$ cat src/rtl/iob_sp_ram_ctrl.sv
// iob_sp_ram_ctrl: valid/ready request front end for a single-port synchronous RAM,
// with a 2-entry in-order read response buffer and credit-based read admission.
// Optional feature: define IOB_SP_RAM_CTRL_RMW_EN to merge partial byte strobes
// through a read-modify-write sequence; otherwise any nonzero strobe is a full write.
//
// state     | meaning
// ----------+--------------------------------------------------------------------
// ST_IDLE   | accepting requests; a partial write accepted here issues the RMW read
// ST_RMW_WR | merge latched write bytes with ram_dout and write back; req_ready low
module iob_sp_ram_ctrl #(
    parameter int DATA_W = 32,
    parameter int ADDR_W = 14
) (
    input  logic                clk,
    input  logic                rst_n,
    input  logic                req_valid,
    output logic                req_ready,
    input  logic [ADDR_W-1:0]   req_addr,
    input  logic [DATA_W-1:0]   req_wdata,
    input  logic [DATA_W/8-1:0] req_wstrb,
    output logic                resp_valid,
    input  logic                resp_ready,
    output logic [DATA_W-1:0]   resp_rdata,
    output logic                ram_en,
    output logic                ram_we,
    output logic [ADDR_W-1:0]   ram_addr,
    output logic [DATA_W-1:0]   ram_din,
    input  logic [DATA_W-1:0]   ram_dout
);

    localparam int STRB_W = DATA_W / 8;

    // response buffer and in-flight tracking
    logic [1:0]        cnt_q, cnt_d;
    logic              wr_ptr_q, wr_ptr_d;
    logic              rd_ptr_q, rd_ptr_d;
    logic              inflight_q, inflight_d;
    logic [DATA_W-1:0] buf_q [2];
    logic [DATA_W-1:0] buf_d [2];

    logic              is_write;
    logic              pop;
    logic              credit_ok;
    logic [2:0]        credit_sum;
    logic              accept;
    logic              in_idle;

`ifdef IOB_SP_RAM_CTRL_RMW_EN
    typedef enum logic [0:0] {
        ST_IDLE   = 1'b0,
        ST_RMW_WR = 1'b1
    } state_t;

    state_t            state_q, state_d;
    logic [ADDR_W-1:0] addr_lat_q, addr_lat_d;
    logic [DATA_W-1:0] wdata_lat_q, wdata_lat_d;
    logic [STRB_W-1:0] wstrb_lat_q, wstrb_lat_d;
    logic              is_partial;

    assign in_idle    = (state_q == ST_IDLE);
    assign is_partial = is_write & ~(&req_wstrb);
`else
    assign in_idle    = 1'b1;
`endif

    // Admission: reads need a free buffer slot counting in-flight reads and this
    // cycle's pop; writes never return data so they bypass the credit check.
    always_comb begin
        is_write   = |req_wstrb;
        pop        = (cnt_q != 2'd0) & resp_ready;
        credit_sum = {1'b0, cnt_q} + {2'b00, inflight_q} - {2'b00, pop};
        credit_ok  = (credit_sum < 3'd2);
        req_ready  = rst_n & in_idle & (is_write | credit_ok);
        accept     = req_valid & req_ready;
    end

    // RAM port drive and RMW sequencing; outputs fall to zero whenever nothing is issued.
    always_comb begin
        ram_en   = 1'b0;
        ram_we   = 1'b0;
        ram_addr = '0;
        ram_din  = '0;
`ifdef IOB_SP_RAM_CTRL_RMW_EN
        state_d     = state_q;
        addr_lat_d  = addr_lat_q;
        wdata_lat_d = wdata_lat_q;
        wstrb_lat_d = wstrb_lat_q;
`endif
        if (accept) begin
            ram_en   = 1'b1;
            ram_addr = req_addr;
            if (is_write) begin
                ram_we  = 1'b1;
                ram_din = req_wdata;
            end
`ifdef IOB_SP_RAM_CTRL_RMW_EN
            if (is_partial) begin
                // issue the read of the old word; the write follows next cycle
                ram_we      = 1'b0;
                ram_din     = '0;
                state_d     = ST_RMW_WR;
                addr_lat_d  = req_addr;
                wdata_lat_d = req_wdata;
                wstrb_lat_d = req_wstrb;
            end
`endif
        end
`ifdef IOB_SP_RAM_CTRL_RMW_EN
        else if (state_q == ST_RMW_WR && rst_n) begin
            ram_en   = 1'b1;
            ram_we   = 1'b1;
            ram_addr = addr_lat_q;
            for (int b = 0; b < STRB_W; b++) begin
                ram_din[8*b +: 8] = wstrb_lat_q[b] ? wdata_lat_q[8*b +: 8]
                                                   : ram_dout[8*b +: 8];
            end
            state_d = ST_IDLE;
        end
`endif
    end

    // Response buffer: capture read data the cycle after issue, pop in order.
    always_comb begin
        buf_d      = buf_q;
        wr_ptr_d   = wr_ptr_q;
        rd_ptr_d   = rd_ptr_q;
        inflight_d = accept & ~is_write;
        if (inflight_q) begin
            buf_d[wr_ptr_q] = ram_dout;
            wr_ptr_d        = ~wr_ptr_q;
        end
        if (pop) begin
            rd_ptr_d = ~rd_ptr_q;
        end
        cnt_d = cnt_q + {1'b0, inflight_q} - {1'b0, pop};
    end

    assign resp_valid = (cnt_q != 2'd0);
    assign resp_rdata = buf_q[rd_ptr_q];

    // Buffer and in-flight state registers.
    always_ff @(posedge clk or negedge rst_n) begin
        if (!rst_n) begin
            cnt_q      <= 2'd0;
            wr_ptr_q   <= 1'b0;
            rd_ptr_q   <= 1'b0;
            inflight_q <= 1'b0;
            buf_q      <= '{default: '0};
        end else begin
            cnt_q      <= cnt_d;
            wr_ptr_q   <= wr_ptr_d;
            rd_ptr_q   <= rd_ptr_d;
            inflight_q <= inflight_d;
            buf_q      <= buf_d;
        end
    end

`ifdef IOB_SP_RAM_CTRL_RMW_EN
    // RMW state register and latched partial-write request.
    always_ff @(posedge clk or negedge rst_n) begin
        if (!rst_n) begin
            state_q     <= ST_IDLE;
            addr_lat_q  <= '0;
            wdata_lat_q <= '0;
            wstrb_lat_q <= '0;
        end else begin
            state_q     <= state_d;
            addr_lat_q  <= addr_lat_d;
            wdata_lat_q <= wdata_lat_d;
            wstrb_lat_q <= wstrb_lat_d;
        end
    end
`endif

endmodule

$ cat config.mk
export PLATFORM = sky130hd
export DESIGN_NAME = iob_sp_ram_ctrl
export DESIGN_NICKNAME = d
export VERILOG_FILES = /design/src/rtl/iob_sp_ram_ctrl.sv
export SDC_FILE = /design/constraint.sdc
export NUM_CORES = 1
export LEC_CHECK = 0
export ABC_AREA = 1
export CAP_MARGIN = 5
export CORE_AREA = 3 3 115 117
export CTS_BUF_LIST = sky130_fd_sc_hd__clkbuf_4 sky130_fd_sc_hd__clkbuf_8
export DETAILED_ROUTE_END_ITERATION = 10
export DIE_AREA = 0 0 118 120
export SETUP_SLACK_MARGIN = 0.1
export SLEW_MARGIN = 5
export SYNTH_ARGS = -nofsm -noshare
export SYNTH_HDL_FRONTEND = slang
export SYNTH_SLANG_ARGS = --single-unit
$ cat constraint.sdc
create_clock -name clk -period 3.85 [get_ports clk]
set_clock_uncertainty 0.15 [all_clocks]
set_input_delay 0.77 -clock clk [delete_from_list [all_inputs] [get_ports clk]]
set_output_delay 0.77 -clock clk [all_outputs]
set_load 0.05 [all_outputs]
==> results of run 1 <==
[worst max-delay path by stage]
stage          slack [ns]          startpoint            to  cells after the start
2_1_floorplan        -0.1  cnt_q[0]$_DFF_PN0_  ram_addr[10]                     13
3_3_place_gp        -0.20          resp_ready  ram_addr[10]                     13
3_5_place_dp        -0.27          resp_ready   ram_addr[3]                     13
4_1_cts               0.1  cnt_q[1]$_DFF_PN0_   ram_addr[9]                     14
5_1_grt             -0.04  cnt_q[0]$_DFF_PN0_   ram_addr[6]                     14
6_report             0.10          resp_ready   ram_addr[6]                     14
[registers in the layout (all words and copies together), names as in the netlist]
name        cells
buf_q          64
cnt_q           2
inflight_q      1
rd_ptr_q        1
wr_ptr_q        1
[routing by layer]
metal	share of wire (%)	vias to the layer above
met5	0	-
met4	1.2	0
met3	9.7	9
met2	49	124
met1	40	1629
li1	-	1809
[where the power goes]
group	internal [mW]	switching (mW)	total, mW
combinational	0.802	1.46	2.26
sequential	0.946	0.112	1.06
clock	0.349	0.263	0.612
[cell families (layout without fill, tap and decap cells)]
logic type	count (synthesis)	after routing	share of synthesized area [%]
simple gates	222	222	25.43
buf+inv	127	294	14.54
flops	69	69	47.23
xor+xnor	1	1	0.2396
compound gates	65	65	11.33
fa+ha+maj	3	3	1.232
[cell type report]
class                      count  area share, %
inverter                      95          5.739
clock buffer                  12          2.621
tap                          172          3.415
timing repair buffer         183          35.42
clock inverter                 4         0.7149
sequential                    69          27.40
multi-input combinational    291          24.68
[through the flow]
stage               TNS, ns  cells  utilization (%)
floorplan           -0.8817    487                -
global placement     -2.887    801            46.77
detailed placement   -3.688    801            46.77
CTS                       0    822            50.23
global route        -0.1591    826            50.55
finish                    0    826            50.55
[placed cells by master, fill, tap and decap left out, types with 2 or more instances in the layout]
| master | n |
|---|---|
| buf_4 | 47 |
| nand2_1 | 166 |
| nor2_4 | 14 |
| inv_4 | 2 |
| nand2_2 | 2 |
| clkbuf_8 | 12 |
| o21ai_1 | 9 |
| ha_4 | 2 |
| clkdlybuf4s50_1 | 84 |
| inv_1 | 91 |
| clkinv_2 | 3 |
| buf_12 | 50 |
| nand4_1 | 33 |
| dfrtp_1 | 69 |
| o21ai_2 | 23 |
| o21ai_0 | 32 |
[worst max-delay path, cell delays in order]
cell	delay [ns]
clkdlybuf4s15_1	0.20
nand2_4	0.09
inv_4	0.04
ha_4	0.27
inv_4	0.03
ha_4	0.14
fa_1	0.46
inv_1	0.08
nand3_2	0.08
nand2_2	0.09
nand3_4	0.10
buf_12	0.19
nor2_4	0.13
buf_12	0.14
[what timing repair did]
item / in CTS / in global routing
gates resized for setup: 41 / 3
pin swaps: 7 / 9
endpoints found under the setup margin: 16 / 16
buffers inserted: 4 / 4
gates cloned: 1 / 0
==> flow_summary_export.csv, run 1 <==
group,metric,value,unit
status,outcome,"complete, no violations",
logic_synthesis,syn-num-nets,576,
sta,min_period_over_period,97.37,%
logic_synthesis,syn_area_per_cell,7.507,um^2
final_layout,fin_nets,738,
clock_network,cts_root_buf,"clkbuf_8",
critical_path,worstReg2RegEnd,"inflight_q$_DFF_PN0_",
logic_synthesis,seq_area_frac_synth,47.23,%
die,die_area,14160,um^2
final_layout,drive_above_1_share,24.92,%
clock_network,cts_made_buffers,9,
critical_path,crit_type,"primary input to output pin",
clock_network,clock_latency,0.34,ns
global_routing,antenna_found_initial,0,
place,portBuffers,167,
clock_network,hold_buffers,0,
clock_network,cts_tree,"done",
critical_path,cp.arrival,2.83,ns
sta,clock.fmax,266.8,MHz
place,place_congestion,0.7523,
logic_synthesis,async_reset_ff_share,100.0,%
critical_path,critPathRequiredTime,2.93,ns
global_routing,grt_pass1_vias,3609,
sta,drv_slew,0,
final_layout,nFillCells,1155,
critical_path,r2r_cells,13,
routing,drc,0,
flow_run,drv_cap,0,
final_layout,n_antenna_cell,0,
power_and_ir_drop,power_density,624.4,nW/um^2
die,initial_utilization,29.33,%
sta,maxSlewHeadroom,27.70,%
logic_synthesis,netlist_area,3656,um^2
routing,wire_per_inst,13.05,um
power_and_ir_drop,power_leakage,3.347,nW
critical_path,worstReg2RegStart,"cnt_q[0]$_DFF_PN0_",
final_layout,regArea,1727,um^2
logic_synthesis,ys_ff_latch,69,
routing,dr.pass1.iters,4,
routing,dr.first_iter.drc_count,177,
routing,drt_wl_total,10780,um
power_and_ir_drop,ir_drop,0.0002965,V
logic_synthesis,synth_largest_area_cell,"dfrtp_1",
logic_synthesis,synthDistinctLibCells,22,
global_routing,grt_util_met3,6.786,%
global_routing,grt_use_total,15.45,%
final_layout,area_delta_synth_final,72.35,%
critical_path,crit_fanout,8,
logic_synthesis,netlist_instances,487,
global_routing,gr-total-overflow,0,
routing,vias,3571,
logic_synthesis,synth_edf_count,0,
die,fp.coreArea,12470,um^2
power_and_ir_drop,total_power,3.934,mW
sta,rsz0062_at_grt,"true",
clock_network,path_clk_slew,0.07,ns
logic_synthesis,synth_common_cells,"nand2_1, inv_1, dfrtp_1",
critical_path,rrSetupSlack,1.50,ns
clock_network,clk_path_buf_depth,2,
critical_path,start_kind,"primary input",
sta,layout_min_cycle_time,3.749,ns
global_routing,busiest_layer,"met2",
die,ioPinCount,168,
sta,finalHoldViolCount,0,
routing,ant_nets,0,
critical_path,endpoint_kind,"output pin",
logic_synthesis,synth_area_leaders,"dfrtp_1, nand2_1, inv_1",
place,placed_area,5831,um^2
place,dp_hpwl,7525,um
sta,fin_hold_ws,0.2355,ns
global_routing,met1_usage,18.27,%
die,die_h,120,um
hold_path,hold_class,"primary input to async pin",
sta,setup_ws,0.1014,ns
global_routing,grt_max_degree,66,
logic_synthesis,synthFlopType,"dfrtp_1",
die,die_width,118,um
global_routing,met2_usage,25.01,%
clock_network,htree_num_levels,3,
routing,via_per_inst,4.323,
clock_network,cts_sinks,69,
final_layout,fin_area,6301,um^2
logic_synthesis,synth_top_area_share,47.23,%
logic_synthesis,yosys_warnings,0,
sta,setup_viol,0,
global_routing,grt_pass1_wl,17750,um
final_layout,multi_input_area,1555,um^2
place,place_ws,-0.2693,ns
sta,worst_slew_pin_slew,1.081,ns
die,num_rows,41,
logic_synthesis,yosysMostFrequentCell,"nand2_1",
Note: power is estimated with default switching activity, not from simulation.
==> inputs of run 2 (changes only) <==
- CORE_AREA: 3 3 115 117 -> 2 2 114 116
- DIE_AREA: 0 0 118 120 -> 0 0 116 118
==> run 2 against run 1 <==
Non-clock buffer count is 17 higher. Cell area is 1.9% higher. Count of clock-buffer cells in the layout is 2 higher. Die area is 3.3% lower. Sequential power hardly changed. Cell count is 2.1% higher. Combinational power is 5% higher. Sequential share of layout area is 0.50 points lower.
==> flow_summary_export.csv, run 2 (synthesis results as in run 1) <==
group,metric,value,unit
sta,setup_ws,0.07990,ns
clock_network,cts_made_buffers,9,
power_and_ir_drop,power_density,628.9,nW/um^2
place,place_ws,-0.3267,ns
die,ioPinCount,168,
place,place_congestion,0.7546,
global_routing,grt_use_total,17.10,%
routing,via_per_inst,4.402,
critical_path,critPathRequiredTime,2.93,ns
final_layout,largest-register,"buf_q",
clock_network,cts_tree,"done",
clock_network,path_clk_slew,0.07,ns
critical_path,cp_top_family,"simple AND/OR/NAND/NOR gates",
hold_path,min_path_cells,2,
global_routing,grt_pass1_vias,3815,
die,die_width,116,um
die,initial_utilization,29.45,%
routing,wire_per_inst,13.55,um
critical_path,start_kind,"flip-flop",
sta,setup_viol,0,
critical_path,cp_cell_sequence,"or2_4 > nand2_4 > inv_4 > ha_4 > inv_2 > ha_4 > fa_1 > inv_2 > nand3_4 > nand2_4 > nand3_4 > nor2_4 > buf_12",
place,placed_cells,801,
sta,maxSlewHeadroom,29.87,%
final_layout,stdcell_count,843,
power_and_ir_drop,power_leakage,3.416,nW
sta,finalHoldViolCount,0,
die,die_area,13690,um^2
final_layout,final_core_util,51.70,%
final_layout,area_delta_synth_final,75.56,%
clock_network,htree_num_levels,3,
routing,vias,3711,
routing,dr.first_iter.drc_count,185,
routing,drt_wl_total,11430,um
global_routing,grt_pass1_wl,18370,um
critical_path,worst-path-buf-inv,4,
critical_path,cp_slowest_cell,"fa_1",
critical_path,cp.arrival,2.85,ns
hold_path,hold_class,"flip-flop to flip-flop",
routing,drc,0,
routing,dr.pass1.iters,5,
die,die_h,118,um
die,num_rows,41,
sta,rsz0062_at_grt,"true",
place,placed_area,5831,um^2
final_layout,largest_reg_flops,64,
critical_path,crit_cells,13,
sta,drv_slew,0,
flow_run,drv_cap,0,
critical_path,endpoint_kind,"output pin",
sta,fin_hold_ws,0.3329,ns
sta,clock.fmax,265.2,MHz
global_routing,antenna_found_initial,0,
sta,min_period_over_period,97.92,%
final_layout,drive_above_1_share,27.27,%
power_and_ir_drop,ir_drop,0.0002566,V
sta,layout_min_cycle_time,3.770,ns
sta,worst_slew_pin_slew,1.048,ns
global_routing,grt_max_degree,65,
critical_path,slowest_delay,0.48,ns
final_layout,fin_nets,756,
critical_path,r2r_cells,25,
final_layout,final_cell_mix,"nand2_1, inv_1, clkdlybuf4s50_1, dfrtp_1, buf_4",
final_layout,n_antenna_cell,0,
final_layout,final_common_cell,"nand2_1",
place,dp_hpwl,7700,um
status,outcome,"complete, no violations",
clock_network,cts_root_buf,"clkbuf_8",
routing,ant_nets,0,
die,fp.coreArea,12410,um^2
final_layout,reg_top3,"buf_q x64, cnt_q x2",
global_routing,gr-total-overflow,0,
clock_network,cts_sinks,69,
place,portBuffers,167,
clock_network,clock_latency,0.34,ns
critical_path,crit_type,"flip-flop to output pin",
clock_network,clk_path_buf_depth,2,
final_layout,fin_area,6419,um^2
critical_path,crit_fanout,8,
[run 2: cell types whose count changed in the layout (fill, tap and decap cells not counted), moves of 2 or more]
cell / change
inv_1: -2
inv_2: +3
clkinv_2: -3
clkbuf_4: +3
buf_4: +19
nand3_4: +2
[run 2: layout make-up]
cell class,instances,area (um^2)
multi-input cells,292,1585
repair buffers,200,2328
fillers,1146,5996
well taps,172,215.2
flip-flops and latches,69,1727
clock inverters,1,30.03
clock buffers,14,173.9
inverters,95,359.1
[run 2: routing by layer]
metal	track usage (%)	vias to the layer above	part of all wire (%)
met5	0	-	0
met2	28.44	156	50
li1	-	1845	-
met1	19.42	1695	38
met4	6.845	0	1.8
met3	6.797	15	11
[run 2: per-stage QoR]
step	TNS, ns	total power [mW]
6_report	0	4.036
2_1_floorplan	-0.8817	2.525
4_1_cts	0	4.028
3_3_place_gp	-3.215	3.176
3_5_place_dp	-4.340	3.223
5_1_grt	-0.2191	4.287
[run 2: repair_timing]
action,in CTS,in global routing
hold buffers,0,0
buffers inserted,26,1
pin swaps,9,7
gates cloned,1,0
endpoints found under the setup margin,16,17
resized for setup,37,13
[run 2: path summary, 6_finish.rpt]
kind	startpoint	endpoint	slack (ns)
max	cnt_q[1]$_DFF_PN0_	ram_addr[1]	0.08
min	buf_q[45]$_DFFE_PN0P_	buf_q[45]$_DFFE_PN0P_	0.33
max reg2reg	cnt_q[0]$_DFF_PN0_	rd_ptr_q$_DFFE_PN0P_	0.22
min reg2reg	buf_q[45]$_DFFE_PN0P_	buf_q[45]$_DFFE_PN0P_	0.33
max in group asynchronous	rst_n	buf_q[8]$_DFFE_PN0P_	2.36
min in group asynchronous	rst_n	buf_q[7]$_DFFE_PN0P_	0.67
[run 2: where the power goes]
part / total (mW) / switching (mW) / internal, mW
clock: 0.605 / 0.251 / 0.353
combinational: 2.37 / 1.51 / 0.857
sequential: 1.06 / 0.114 / 0.947
total: 4.04 / 1.88 / 2.16
[run 2: worst reg2reg max path, delay by kind of cell (launching register included)]
| family | cells | cell delay, ns |
|---|---|---|
| flops | 1 | 0.36 |
| simple gates | 2 | 0.19 |
| buf+inv | 22 | 2.67 |
| xor+xnor | 1 | 0.13 |
